### src/rtl/core_rf_pkg.sv
// Shared types and widths for the regfile writeback arbiter and its load-return FIFO.
package core_rf_pkg;

  localparam int RF_ADDR_W = 5;
  localparam int RF_DATA_W = 32;
  localparam int RF_NREGS  = 32;

  typedef struct packed {
    logic [RF_ADDR_W-1:0] addr;
    logic [RF_DATA_W-1:0] data;
  } wb_entry_t;

endpackage

### src/rtl/core_rf_wb_fifo.sv
// Small count-based FIFO buffering load returns until the regfile write port is free.
module core_rf_wb_fifo
  import core_rf_pkg::*;
#(
  parameter int LQ_DEPTH = 4
) (
  input  logic                        clk,
  input  logic                        rst,
  input  logic                        push,
  input  logic                        pop,
  input  wb_entry_t                   wr_entry,
  output wb_entry_t                   rd_entry,
  output logic                        full,
  output logic                        empty,
  output logic [$clog2(LQ_DEPTH):0]   count
);

  localparam int PTR_W = $clog2(LQ_DEPTH);
  localparam int CNT_W = PTR_W + 1;

  wb_entry_t          mem [LQ_DEPTH];
  logic [PTR_W-1:0]   wr_ptr;
  logic [PTR_W-1:0]   rd_ptr;
  logic               do_push;
  logic               do_pop;

  assign full     = (count == CNT_W'(LQ_DEPTH));
  assign empty    = (count == '0);
  assign do_push  = push && !full;
  assign do_pop   = pop && !empty;
  assign rd_entry = mem[rd_ptr];

  always_ff @(posedge clk or negedge rst) begin
    if (!rst) begin
      wr_ptr <= '0;
      rd_ptr <= '0;
      count  <= '0;
    end else begin
      if (do_push) wr_ptr <= wr_ptr + 1'b1;
      if (do_pop)  rd_ptr <= rd_ptr + 1'b1;
      case ({do_push, do_pop})
        2'b10:   count <= count + 1'b1;
        2'b01:   count <= count - 1'b1;
        default: count <= count;
      endcase
    end
  end

  // Storage carries no reset; pointers and count define validity.
  always_ff @(posedge clk) begin
    if (do_push) mem[wr_ptr] <= wr_entry;
  end

endmodule

### src/rtl/core_rf_wb_arbiter.sv
// Arbitrates the regfile write port between ALU writeback and buffered load returns; tracks pending loads.
// Optional CORE_RF_ARB_BYPASS_EN lets a return skip the empty FIFO when the port is idle.
module core_rf_wb_arbiter
  import core_rf_pkg::*;
#(
  parameter int LQ_DEPTH     = 4,
  parameter int STARVE_LIMIT = 8
) (
  input  logic                 clk,
  input  logic                 rst,
  input  logic                 alu_wr_valid,
  input  logic [RF_ADDR_W-1:0] alu_wr_addr,
  input  logic [RF_DATA_W-1:0] alu_wr_data,
  output logic                 alu_stall,
  input  logic                 mem_wr_valid,
  input  logic [RF_ADDR_W-1:0] mem_wr_addr,
  input  logic [RF_DATA_W-1:0] mem_wr_data,
  output logic                 mem_wr_ready,
  input  logic                 ld_issue,
  input  logic [RF_ADDR_W-1:0] ld_issue_rd,
  input  logic [RF_ADDR_W-1:0] chk_addr1,
  input  logic [RF_ADDR_W-1:0] chk_addr2,
  output logic                 chk_busy1,
  output logic                 chk_busy2,
  output logic                 rf_write,
  output logic [RF_ADDR_W-1:0] waddr,
  output logic [RF_DATA_W-1:0] data
);

  localparam int CNT_W = $clog2(LQ_DEPTH) + 1;
  localparam int ST_W  = $clog2(STARVE_LIMIT);

  wb_entry_t           push_entry;
  wb_entry_t           head;
  logic                push;
  logic                pop;
  logic                full;
  logic                empty;
  logic [CNT_W-1:0]    count;
  logic                grant_alu;
  logic                bypass;
  logic                starving;
  logic [ST_W-1:0]     starve_cnt;
  logic [ST_W-1:0]     cnt_inc;
  logic [RF_NREGS-1:0] pending;
  logic [RF_NREGS-1:0] pending_nxt;

  assign mem_wr_ready = (count != CNT_W'(LQ_DEPTH));
  assign push_entry   = '{addr: mem_wr_addr, data: mem_wr_data};
  assign push         = mem_wr_valid && mem_wr_ready && !bypass;

`ifdef CORE_RF_ARB_BYPASS_EN
  assign bypass = mem_wr_valid && empty && !alu_wr_valid && !alu_stall;
`else
  assign bypass = 1'b0;
`endif

  core_rf_wb_fifo #(
    .LQ_DEPTH (LQ_DEPTH)
  ) u_fifo (
    .clk      (clk),
    .rst      (rst),
    .push     (push),
    .pop      (pop),
    .wr_entry (push_entry),
    .rd_entry (head),
    .full     (full),
    .empty    (empty),
    .count    (count)
  );

  // A starvation stall forces one FIFO drain even with an ALU request present.
  always_comb begin
    pop       = 1'b0;
    grant_alu = 1'b0;
    if (alu_stall && !empty)  pop       = 1'b1;
    else if (alu_wr_valid)    grant_alu = 1'b1;
    else if (!empty)          pop       = 1'b1;
  end

  always_ff @(posedge clk or negedge rst) begin
    if (!rst) begin
      rf_write <= 1'b0;
      waddr    <= '0;
      data     <= '0;
    end else begin
      rf_write <= grant_alu || pop || bypass;
      if (grant_alu) begin
        waddr <= alu_wr_addr;
        data  <= alu_wr_data;
      end else if (pop) begin
        waddr <= head.addr;
        data  <= head.data;
      end else if (bypass) begin
        waddr <= mem_wr_addr;
        data  <= mem_wr_data;
      end
    end
  end

  assign starving = !empty && !pop;
  assign cnt_inc  = starve_cnt + 1'b1;

  always_ff @(posedge clk or negedge rst) begin
    if (!rst) begin
      starve_cnt <= '0;
      alu_stall  <= 1'b0;
    end else if (!starving) begin
      starve_cnt <= '0;
      alu_stall  <= 1'b0;
    end else if (cnt_inc == ST_W'(STARVE_LIMIT - 1)) begin
      starve_cnt <= '0;
      alu_stall  <= 1'b1;
    end else begin
      starve_cnt <= cnt_inc;
      alu_stall  <= 1'b0;
    end
  end

  // Set is applied after clear so a re-issue in the retiring cycle stays pending.
  always_comb begin
    pending_nxt = pending;
    if (pop)    pending_nxt[head.addr]   = 1'b0;
    if (bypass) pending_nxt[mem_wr_addr] = 1'b0;
    if (ld_issue && ld_issue_rd != '0) pending_nxt[ld_issue_rd] = 1'b1;
    pending_nxt[0] = 1'b0;
  end

  always_ff @(posedge clk or negedge rst) begin
    if (!rst) pending <= '0;
    else      pending <= pending_nxt;
  end

  assign chk_busy1 = pending[chk_addr1];
  assign chk_busy2 = pending[chk_addr2];

  a_no_reissue_pending: assert property (@(posedge clk) disable iff (!rst)
    (ld_issue && ld_issue_rd != '0) |-> !pending[ld_issue_rd]);

  a_no_push_full: assert property (@(posedge clk) disable iff (!rst)
    !(push && full));

endmodule
### config.mk
export PLATFORM = sky130hd
export DESIGN_NAME = core_rf_wb_arbiter
export DESIGN_NICKNAME = d
export VERILOG_FILES = /design/src/rtl/core_rf_pkg.sv /design/src/rtl/core_rf_wb_fifo.sv /design/src/rtl/core_rf_wb_arbiter.sv
export SDC_FILE = /design/constraint.sdc
export NUM_CORES = 1
export LEC_CHECK = 0
export ABC_CLOCK_PERIOD_IN_PS = 2450
export CAP_MARGIN = 20
export CORE_AREA = 2 2 182 184
export CTS_BUF_LIST = sky130_fd_sc_hd__clkbuf_8 sky130_fd_sc_hd__clkbuf_16
export CTS_CLUSTER_SIZE = 24
export DETAILED_ROUTE_END_ITERATION = 12
export DIE_AREA = 0 0 184 186
export MAX_ROUTING_LAYER = met4
export PLACE_DENSITY = 0.51
export SYNTH_ARGS = -nofsm -noshare
export SYNTH_HDL_FRONTEND = slang
export SYNTH_HIERARCHICAL = 1
export SYNTH_SLANG_ARGS = --single-unit
### constraint.sdc
create_clock -name clk -period 2.45 [get_ports clk]
set_input_delay 0.49 -clock clk [delete_from_list [all_inputs] [get_ports clk]]
set_output_delay 0.49 -clock clk [all_outputs]
set_load 0.02 [all_outputs]
* Yosys cells after proc, flatten, opt, wreduce, memory -nomap -nowiden
Memories as Yosys holds them, arrays and structs flattened. Index checks and enable logic that the tools add are counted.
Operators by class: $add $sub $neg 5, order comparisons 6, equality and inequality tests 5, mux-type cells 26, bitwise logic cells 3, reductions and logical operators 16
Operators with widths (count):
- $mux 32 | 4
- $and 32x32->32 | 1
- $not 32->32 | 1
- $or 32x32->32 | 1
- $lt 5x6->1 const B | 4
- $mux 1 | 13
- $bmux 1 s5 | 2
- $demux 1 s5 | 2
- $ge 5x1->1 const B | 2
- $mux 5 | 2
- $logic_and 1x1->1 | 8
- $add 3x1->3 const B | 2
- $eq 3x3->1 const B | 2
- $mux 3 | 2
- $pmux 3 s2 | 1
- $reduce_bool 5->1 | 1
- $add 2x1->2 const B | 2
- $reduce_bool 2->1 | 2
- $logic_not 1->1 | 3
- $logic_not 3->1 | 1
- $ne 3x3->1 const B | 1
- $sub 3x1->3 const B | 1
- $eq 2x1->1 const B | 1
- $eq 2x2->1 const B | 1
- $logic_or 1x1->1 | 1
Word-level totals: bits in registers 80, memory bits (writable) 148, output and inout port bits 42, memories kept 1
Memories:
- u_fifo.mem | depth 4, bits a word 37, read ports 1, clocked after Yosys merged registers in 0, wr ports 1, RTL line core_rf_wb_fifo.sv:21 | wb_entry_t mem [LQ_DEPTH];

* Longest topological paths before layout
Gate-level depths: netlist (run 1). An unclocked memory read counts as a cell.
depth after elaboration 10, mapped depth 11

* By module
Netlist (run 1), hierarchy kept.
By module, submodules not included:
- core_rf_wb_fifo | instances 1, cells an instance 231, area each 5755.5 sq um, seq. area each 4619.4 sq um
- core_rf_wb_arbiter | instances 1, cells an instance 399, area each 3851.2 sq um, seq. area each 1826.8 sq um

* Worst setup path before layout (run 1)
No wires, ideal clock.
kind flip-flop to flip-flop, start point register u_fifo.count[0], end point register u_fifo.count[2], library setup time 0.079 ns, arrival 2.125 ns, path slack 0.246 ns, stages on the path, launching flop included 11, buffers on the path 1, clock period less this slack 2.204 ns, path through dfrtp_1 nor3_1 buf_4 nor2_1 o31a_2 ha_1 inv_1 fa_1 xor2_1 nor2_1 xor2_1
Between the ends: longest elaborated chain between the ends 7, elaborated cells on any way between the ends 18, those cells by class add/sub: 2; eq/ne: 4; mux: 4; reduce/logical: 8
RTL lines:
- from (decl) | RTL line core_rf_wb_fifo.sv:15 | output logic [$clog2(LQ_DEPTH):0] count
- from (signal assigned) | RTL line core_rf_wb_fifo.sv:42 | 2'b10: count <= count + 1'b1;
- from (signal assigned) | RTL line core_rf_wb_fifo.sv:43 | 2'b01: count <= count - 1'b1;
- from (signal assigned) | RTL line core_rf_wb_fifo.sv:44 | default: count <= count;
- $logic_not 3->1 * | RTL line core_rf_wb_fifo.sv:28 | assign empty = (count == '0);
- net empty | RTL line core_rf_wb_arbiter.sv:38 | logic empty;
- $mux 1 or $logic_not 1->1 (tied branches) | RTL line core_rf_wb_arbiter.sv:78, core_rf_wb_arbiter.sv:76
- $mux 1 or $logic_and 1x1->1 (tied branches) | RTL line core_rf_wb_arbiter.sv:77, core_rf_wb_arbiter.sv:76
- $mux 1 * | RTL line core_rf_wb_arbiter.sv:76 | if (alu_stall && !empty) pop = 1'b1;
- net pop | RTL line core_rf_wb_arbiter.sv:36 | logic pop;
- $logic_and 1x1->1 * | RTL line core_rf_wb_fifo.sv:30 | assign do_pop = pop && !empty;
- net u_fifo.do_pop | RTL line core_rf_wb_fifo.sv:25 | logic do_pop;
- $eq 2x1->1 or $eq 2x2->1 (tied branches) | RTL line core_rf_wb_fifo.sv:41 | case ({do_push, do_pop})
- $pmux 3 s2 or $reduce_bool 2->1 (tied branches)
The timed path passes the listed nets; every way through them passes the cells marked *. A chain may end at the register's enable or synchronous reset.

* Worst setup path after layout (run 1)
start point register pending[6], end point output port chk_busy2
Between the ends: longest elaborated chain between the ends 2
RTL lines:
- from (decl) | RTL line core_rf_wb_arbiter.sv:45 | logic [RF_NREGS-1:0] pending;
- from (signal assigned) | RTL line core_rf_wb_arbiter.sv:131 | else pending <= pending_nxt;
- $bmux 1 s5 | RTL line core_rf_wb_arbiter.sv:135 | assign chk_busy2 = pending[chk_addr2];
- $mux 1 (not written as such) | RTL line core_rf_wb_arbiter.sv:135
- to (decl) | RTL line core_rf_wb_arbiter.sv:24 | output logic chk_busy2,
Every way passes these cells. The select of a mux whose other input is x is not followed.

==> out/summary.txt, run 1 <==
Pwr/cell area: 1133 mW/mm2
Die H: 186 um
Share of cells above drive strength 1: 16.91%
Cells after synthesis: 629
Clock buffer depth: 3
Hold path depth: 1
Max Cap Viol: 0
Num CTS Buffers: 25
Ports: 136
Final hold vios: 0
Endpoints failing setup: 0
Highest clock rate: 413.7 MHz
Mean routed wirelength per cell: 18.13 um
R2R Setup Slk: 0.22 ns
Worst r2r src: u_fifo/rd_ptr[0]
Nets@finish: 899
Mapped Area: 0.009603 mm2
Port bufs: 135
Worst setup SP type: register
Row cnt: 66
Area Overhead vs Synth: 31.06%
Clk_skew: 0.01385 ns
Via count: 5919
Slew headroom: 60.05%
Most frequent cells in the layout: 148 x edfxtp_1, 128 x clkdlybuf4s50_1, 78 x dfrtp_1, 51 x mux2i_1
Core area: 0.03221 mm2
Clock tree sinks: 228
Reg2reg end: pending[6]
Syn avg cell area: 15.27 um2
CTS clock-pin slew for the worst setup and hold paths: 0.06 ns
YS warnings: 6
Finished Layout Cells: 1227
Post-Syn Nets: 731
Pleak: 4.523 nW
Commonest non-fill, non-tap cell in the layout: edfxtp_1
Data arrival, critical path: 1.93 ns
IR drop worst, VDD: 0.5948 mV
Gr ovfl total: 0
Final ANT Viol Nets: 0
Setup_tns: 0 ns
Gr usage total: 13.51%
RSZ-0062 raised after global routing: true
R2R depth: 6
Hold crit path type: reg -> reg
Detailed Route WL: 22.25 mm
Drt first pass iters: 4
Die X-Extent: 184 um
CTS Root Cell: clkbuf_16
Post-DP HPWL: 15.09 mm
Clk_lat worst skew: 0.53 ns
1st-iter DRT viols: 284
CP required: 1.96 ns
# DRC: 0
Placed Instances: 1177
Initial antenna violation count: 2
Hold wc startpoint: starve_cnt[0]
Fin crit period: 2.417 ns
Outcome: finished, final reports clean
Die Area: 0.03422 mm2
Worst-path fanout max: 3
Vias in the first global route: 6186
Hold Path End: starve_cnt[0]
TritonCTS clock tree: yes
Crit end category: primary output
Final Slew Violations: 0
First-pass GRT wire length: 34.76 mm
Starting Density: 29.82%
Vias per cell: 4.824
CTS H-tree lvls: 1
Layout Utilization: 39.08%
Crit path kind: reg -> out
Least-Margin Pin Slew: 0.5993 ns
Largest net degree at the start of global routing: 65
GP Congestion: 0.7578
Period utilization: 98.67%
-- worst max path at each step --
| stage | start | endpoint | cells after the start |
|---|---|---|---|
| CTS | pending[23] | chk_busy1 | 5 |
| finish | pending[6] | chk_busy2 | 5 |
| global placement | chk_addr2[0] | chk_busy2 | 6 |
| global route | pending[7] | chk_busy2 | 5 |
| floorplan | u_fifo/count[0] | u_fifo/count[2] | 10 |
| detailed placement | chk_addr1[0] | chk_busy1 | 6 |
-- state kept, by name, summed over array words and instances, names as in the netlist, 2 cells and up --
signal         flops
u_fifo/wr_ptr      2
data              32
u_fifo/mem       148
waddr              5
pending           31
u_fifo/rd_ptr      2
starve_cnt         3
u_fifo/count       3
-- through the flow --
step	area (um2)	power, mW	worst slack (ns)	hold slack [ns]
after detailed placement	11690	10.65	-0.5529	0.4563
after global placement	11690	10.64	-0.5646	0.4521
after floorplan	9603	8.736	0.2461	0.1944
final	12590	14.26	0.03261	0.4578
after CTS	12560	14.49	0.007942	0.4630
after global routing	12580	15.11	-0.04076	0.4951
-- report_power, final --
group	switching [mW]	internal (mW)	leakage [nW]
Sequential	0.538	5.24	2.30
Combinational	2.44	2.30	1.80
Clock	1.52	2.23	0.425
Total	4.49	9.77	4.52
-- repair_timing --
action                                  4_1_cts  5_1_grt
pin swaps                                     2        4
endpoints found under the hold margin        29        0
setup buffers                                 0        0
hold buffers                                  1        0
gates cloned                                  0        0
endpoints found under the setup margin        2        2
resized for setup                            21        2
-- worst max-delay path: stages, from the launching register on --
cell and delay [ns]:
dfrtp_1 0.42, mux4_2 0.46, nand2b_4 0.15, o211ai_1 0.08, nand4_1 0.14, buf_6 0.16
-- area by class of cell --
class,count,area [um2]
inverter,14,52.55
multi-input combinational,356,3003
clock buffer,29,691.9
tap,408,510.5
clock inverter,17,141.4
sequential,228,6449
timing repair buffer,172,1730
fill,3041,19620
antenna,3,7.507
-- per-layer routing --
metal  share of wire (%)  track usage [%]
met1                  44            17.00
met2                  48            22.48
met3                 6.7            2.954
met4                 1.4            3.040
met5                   0                -
(Power assumes the default switching activity.)
==> run 2: changes to the inputs <==
--- a/config.mk
+++ b/config.mk
@@ -16,5 +16,4 @@
 export PLACE_DENSITY = 0.51
 export SYNTH_ARGS = -nofsm -noshare
 export SYNTH_HDL_FRONTEND = slang
-export SYNTH_HIERARCHICAL = 1
 export SYNTH_SLANG_ARGS = --single-unit
==> run 2 against run 1 <==
Against the previous run: the run now ends with negative setup slack left; worst hold slack gained 0.0089 ns; fmax shrank 12%; register-to-register slack gained 0.03 ns; die area did not move; critical path type unchanged.
==> out/summary.txt, run 2 <==
Vias per cell: 4.752 (-1.5%)
Switching Fraction: 31.72% (+0.21 points)
Internal Power: 9.851 mW (+0.87%)
First-pass GRT wire length: 35.29 mm (+1.5%)
Top flop regs: u_fifo.mem (148), data (32), pending (31)
Detailed Route WL: 22.67 mm (+1.9%)
Asr flop ratio synth: 35.09%
Nets@finish: 893 (-0.67%)
Worst-path fanout max: 3 (unchanged)
Outcome: finished with violations
Post-Syn Nets: 716 (-2.1%)
Die H: 186 um (unchanged)
Worst setup SP type: register
Data arrival, critical path: 2.27 ns (+0.34 ns)
Most frequent cells in the layout: 148 x edfxtp_1, 125 x clkdlybuf4s50_1, 99 x nand2_1, 78 x dfrtp_1, 51 x mux4_2
Hold path depth: 1 (unchanged)
# DRC: 0 (unchanged)
Crit end category: primary output
Pleak: 4.657 nW (+3.0%)
Yosys top cell area share: 46.49%
Initial antenna violation count: 3 (+1)
Num CTS Buffers: 26 (+4.0%)
Clk_lat worst skew: 0.52 ns (about the same)
Max Cap Viol: 0 (unchanged)
Max FFs per register: 148 (unchanged)
Top post-synthesis cells by count: 148 x edfxtp_1, 99 x nand2_1, 80 x dfrtp_1
Die X-Extent: 184 um (unchanged)
Cells after synthesis: 614 (-2.4%)
Yosys reg bits: 228
Pwr/cell area: 1146 mW/mm2 (+1.1%)
R2R Setup Slk: 0.25 ns (+0.03 ns)
Reg2reg end: pending[9]
Ports: 136 (unchanged)
Final ANT Viol Nets: 0 (unchanged)
Multi-input logic area: 0.002983 mm2 (-0.67%)
PnR worst setup slack: -0.3058 ns (-0.3384 ns)
IR drop worst, VDD: 0.5711 mV (-4.0%)
Mapped Area: 0.009559 mm2 (-0.46%)
Commonest non-fill, non-tap cell in the layout: edfxtp_1
Post-DP HPWL: 15.46 mm (+2.4%)
Mean routed wirelength per cell: 18.53 um (+2.2%)
GP Congestion: 0.7767 (+2.5%)
Netlist cell types: 39
Port bufs: 135 (unchanged)
Endpoints failing setup: 2 (+2)
FF+latch area: 0.006449 mm2 (unchanged)
Main flop type after synthesis: edfxtp_1
Largest area contributor in the netlist: edfxtp_1
RSZ-0062 raised after global routing: true
TritonCTS clock tree: yes
Clock power frac: 26.3% (about the same)
Failing checks: negative setup slack
Final Hold Slack: 0.4667 ns (+0.008892 ns)
CTS Root Cell: clkbuf_16
Setup WS pre-CTS: -0.9313 ns (-0.3784 ns)
Gr usage total: 13.90% (+0.39 points)
Fin crit period: 2.756 ns (+0.3384 ns)
Fillers: 3026 (-0.49%)
1st-iter DRT viols: 351 (+24%)
Clock tree sinks: 228 (unchanged)
CTS H-tree lvls: 1 (unchanged)
Hold wc startpoint: starve_cnt[0]
Clk_skew: 0.01327 ns (-0.0005733 ns)
Via count: 5812 (-1.8%)
Setup_tns: -0.6015 ns (-0.6015 ns)
Most frequent cell after synthesis: edfxtp_1
CTS clock-pin slew for the worst setup and hold paths: 0.06 ns (about the same)
Largest net degree at the start of global routing: 65 (unchanged)
Die Area: 0.03422 mm2 (unchanged)
R2R depth: 5 (-1)
CP required: 1.96 ns (about the same)
Final Slew Violations: 0 (unchanged)
Switching pwr: 4.576 mW (+1.9%)
Drt first pass iters: 4 (unchanged)
Final hold vios: 0 (unchanged)
Hold crit path type: reg -> reg
Seq/Total Area, Yosys: 67.43%
Top cells by area, synth: edfxtp_1 46%, dfrtp_1 21%, mux4_2 12%
Syn avg cell area: 15.57 um2 (+2.0%)
Vias in the first global route: 6021 (-2.7%)
Period utilization: 112.5% (+14 points)
Hold Path End: starve_cnt[0]
Least-Margin Pin Slew: 0.7385 ns (+0.1392 ns)
Worst r2r src: u_fifo.rd_ptr[0]
Most flop-heavy register: u_fifo.mem
Layout Utilization: 39.11% (about the same)
Starting Density: 29.68% (-0.14 points)
Slew headroom: 50.39% (-9.7 points)
Number of synthesized flops with an enable pin: 148
Highest clock rate: 362.9 MHz (-12%)
Gr ovfl total: 0 (unchanged)
Area Overhead vs Synth: 31.75%
Logic pwr share: 32.5% (-0.7 points)
Sequential power share: 41.2% (+0.7 points)
Crit path kind: reg -> out
Core area: 0.03221 mm2 (unchanged)
Clock buffer depth: 3 (unchanged)
YS warnings: 0 (-6)
Share of cells above drive strength 1: 18.99% (+2.1 points)
Row cnt: 66 (unchanged)
[run 2: kinds of logic after synthesis]
family	count (synthesis)	synth area share (%)
xor+xnor	7	0.6414
fa+ha+maj	8	1.126
mux	91	16.24
buf+inv	41	1.846
flops	228	67.43
simple gates	166	8.691
compound gates	73	4.018
[run 2: how the worst max path moves through the flow]
stage | startpoint | to | slack [ns] | cells past startpoint
3_3_place_gp | chk_addr2[1] | chk_busy2 | -0.92 | 7
2_1_floorplan | chk_addr1[0] | chk_busy1 | 0.04 | 4
6_report | pending[23] | chk_busy1 | -0.31 | 4
5_1_grt | pending[23] | chk_busy1 | -0.37 | 4
3_5_place_dp | chk_addr1[1] | chk_busy1 | -0.93 | 7
4_1_cts | pending[9] | chk_busy2 | -0.38 | 5
[run 2: timing repair]
item                       4_1_cts  5_1_grt
setup endpoints to repair        2        3
resized for setup               24        1
hold buffers                     1        0
hold endpoints to repair        39        0
buffers inserted                 1        1
pin swaps                        4        3
[run 2: cell type report]
cell class	instances	share of cell area (%)
clock buffers	28	5.474
flip-flops and latches	228	51.20
repair buffers	179	13.89
multi-input cells	345	23.68
diodes	4	0.07948
inverters	11	0.3278
well taps	408	4.053
clock inverters	20	1.291
[run 2: worst max-delay path, cell delays in order (launching register included)]
cell	delay, ns
dfrtp_1	0.40
mux4_2	0.49
and4b_1	0.20
or4_4	0.52
buf_6	0.14
[run 2: stage by stage]
step           cells  total power [mW]  instance area (um2)
2_1_floorplan    614             8.662                 9572
3_3_place_gp    1168             10.78                11690
3_5_place_dp    1168             10.77                11690
4_1_cts         1218             14.68                12570
5_1_grt         1222             15.29                12590
6_report        1223             14.43                12590
[run 2: power groups by stage]
stage	sequential [mW]	clock, mW	combinational (mW)
2_1_floorplan	6.16	0	2.50
3_3_place_gp	6.04	0	4.74
3_5_place_dp	6.02	0	4.75
4_1_cts	5.96	3.94	4.79
5_1_grt	6.08	4.07	5.14
6_report	5.95	3.79	4.69
[run 2: routing by layer]
| layer | part of all wire [%] | global-route usage [%] |
|---|---|---|
| met5 | 0 | - |
| met4 | 1.4 | 3.232 |
| met3 | 6.6 | 3.287 |
| met2 | 45 | 21.00 |
| met1 | 47 | 19.08 |
==> run 3: changes to the inputs <==
--- a/config.mk
+++ b/config.mk
@@ -14,6 +14,7 @@
 export DIE_AREA = 0 0 184 186
 export MAX_ROUTING_LAYER = met4
 export PLACE_DENSITY = 0.51
+export SKIP_CTS_REPAIR_TIMING = 1
 export SYNTH_ARGS = -nofsm -noshare
 export SYNTH_HDL_FRONTEND = slang
 export SYNTH_SLANG_ARGS = --single-unit
==> run 3 against run 2 <==
Against the previous run: the flow still finishes with violations (negative setup slack); critical path depth increased by 1; clock power about the same; largest power group unchanged; total power increased by 0.12%; sequential share of layout area decreased by 0.16 points; largest cell class unchanged; register-to-register slack about the same; cell count about the same; flip-flop and latch count unchanged; die area unchanged.
==> out/summary.txt, run 3 (synthesis results as in run 2) <==
Finished Layout Cells: 1224 (+0.082%)
Nets@finish: 894 (+0.11%)
Top flop regs: u_fifo.mem (148), data (32), pending (31)
Clk_lat worst skew: 0.52 ns (about the same)
Placed Instances: 1168 (unchanged)
Highest clock rate: 357.6 MHz (-1.5%)
Final Total Pwr: 14.44 mW (+0.12%)
Crit path cell chain: mux4_2 -> nand4b_1 -> nand4_1 -> or4_4 -> buf_6
WP buf/inv: 1 (unchanged)
Final Slew Violations: 0 (unchanged)
CTS H-tree lvls: 1 (unchanged)
Met3 WL: 1.583 mm (+5.3%)
Fin crit period: 2.797 ns (+0.04092 ns)
1st-iter DRT viols: 350 (-0.28%)
Wire length on met2: 10.16 mm (-0.54%)
TritonCTS clock tree: yes
Detailed Route WL: 22.69 mm (about the same)
Drt first pass iters: 5 (+1)
Endpoints failing setup: 2 (unchanged)
Gr usage total: 13.90% (about the same)
Worst-path fanout max: 3 (unchanged)
Highest routed layer: met4
First-pass GRT wire length: 35.31 mm (about the same)
Crit path kind: reg -> out
Most frequent cells in the layout: 148 x edfxtp_1, 125 x clkdlybuf4s50_1, 99 x nand2_1, 78 x dfrtp_1, 51 x mux4_2
Row cnt: 66 (unchanged)
Share of cells above drive strength 1: 19.21% (+0.22 points)
GP Congestion: 0.7767 (unchanged)
Commonest non-fill, non-tap cell in the layout: edfxtp_1
Period utilization: 114.1% (+1.7 points)
Die Area: 0.03422 mm2 (unchanged)
Max FFs per register: 148 (unchanged)
RSZ-0062 raised after global routing: true
Via count: 5805 (-0.12%)
FF+latch area: 0.006449 mm2 (unchanged)
Initial antenna violation count: 3 (unchanged)
Num CTS Buffers: 26 (unchanged)
Slew headroom: 50.39% (unchanged)
Ports: 136 (unchanged)
Vias in the first global route: 6014 (-0.12%)
CTS clock-pin slew for the worst setup and hold paths: 0.06 ns (about the same)
Data arrival, critical path: 2.31 ns (+0.04 ns)
Setup_tns: -0.6566 ns (-0.05518 ns)
CP required: 1.96 ns (about the same)
Final hold vios: 0 (unchanged)
Die H: 186 um (unchanged)
Gr ovfl total: 0 (unchanged)
CP peak stage delay: 0.54 ns (+0.02 ns)
Most flop-heavy register: u_fifo.mem
Pwr/cell area: 1143 mW/mm2 (-0.19%)
Least-Margin Pin Slew: 0.7385 ns (+0.00000005960 ns)
CTS Root Cell: clkbuf_16
Post-DP HPWL: 15.46 mm (unchanged)
Final Hold Slack: 0.4667 ns (-0.000002000 ns)
Pleak: 4.713 nW (+1.2%)
Area Overhead vs Synth: 32.16%
Cell family with the largest share of critical-path delay: simple AND/OR/NAND/NOR gates
Clk_skew: 0.01388 ns (+0.0006031 ns)
Hold crit path type: reg -> reg
Met1 Wirelength: 10.62 mm (-0.17%)
Fillers: 3020 (-0.20%)
# DRC: 0 (unchanged)
PnR worst setup slack: -0.3467 ns (-0.04092 ns)
Mean routed wirelength per cell: 18.53 um (about the same)
Clock buffer depth: 3 (unchanged)
Vias per cell: 4.743 (-0.20%)
Core area: 0.03221 mm2 (unchanged)
Clock tree sinks: 228 (unchanged)
Outcome: finished with violations
Crit path max-delay cell type: or4_4
Crit end category: primary output
Multi-input logic area: 0.002992 mm2 (+0.29%)
Die X-Extent: 184 um (unchanged)
Layout Utilization: 39.23% (+0.12 points)
Setup WS pre-CTS: -0.9313 ns (unchanged)
IR drop worst, VDD: 0.5714 mV (about the same)
Worst setup SP type: register
Area after DPL: 0.01169 mm2 (unchanged)
Final instance area: 0.01263 mm2 (+0.31%)
Failing checks: negative setup slack
Max Cap Viol: 0 (unchanged)
Final ANT Viol Nets: 0 (unchanged)
Largest net degree at the start of global routing: 65 (unchanged)
Port bufs: 135 (unchanged)
Starting Density: 29.68% (unchanged)
==> run 3: worst register-to-register path, cell delays in order (launching register included) <==
cell     delay (ns)
dfrtp_2        0.53
mux4_2         0.61
or4b_1         0.54
buf_4          0.19
o21ai_1        0.16
nand2_1        0.07
==> run 3: power breakdown <==
part / switching [mW] / internal, mW
Clock: 1.55 / 2.25
Combinational: 2.39 / 2.31
Sequential: 0.647 / 5.30
Total: 4.58 / 9.86
==> run 3: final cells by class <==
class / instances / area share (%)
flip-flops and latches: 228 / 51.04
multi-input cells: 345 / 23.68
repair buffers: 180 / 14.08
clock buffers: 28 / 5.457
well taps: 408 / 4.041
clock inverters: 20 / 1.288
inverters: 11 / 0.3268
diodes: 4 / 0.07923
==> run 3: per-layer routing <==
metal  track usage [%]  vias to the layer above
met5                 -                        -
met1             19.09                     2892
li1                  -                     2705
met4             3.232                        0
met2             20.95                      178
met3             3.307                       30
==> run 3: path summary, 6_finish.rpt <==
kind	start	end	slack (ns)	cells past startpoint
max	pending[15]	chk_busy2	-0.35	5
min	starve_cnt[0]	starve_cnt[0]	0.47	1
max reg2reg	u_fifo.rd_ptr[0]	pending[9]	0.25	5
min reg2reg	starve_cnt[0]	starve_cnt[0]	0.47	1
max in group asynchronous	rst	u_fifo.wr_ptr[1]	1.33	3
min in group asynchronous	rst	pending[11]	0.51	2
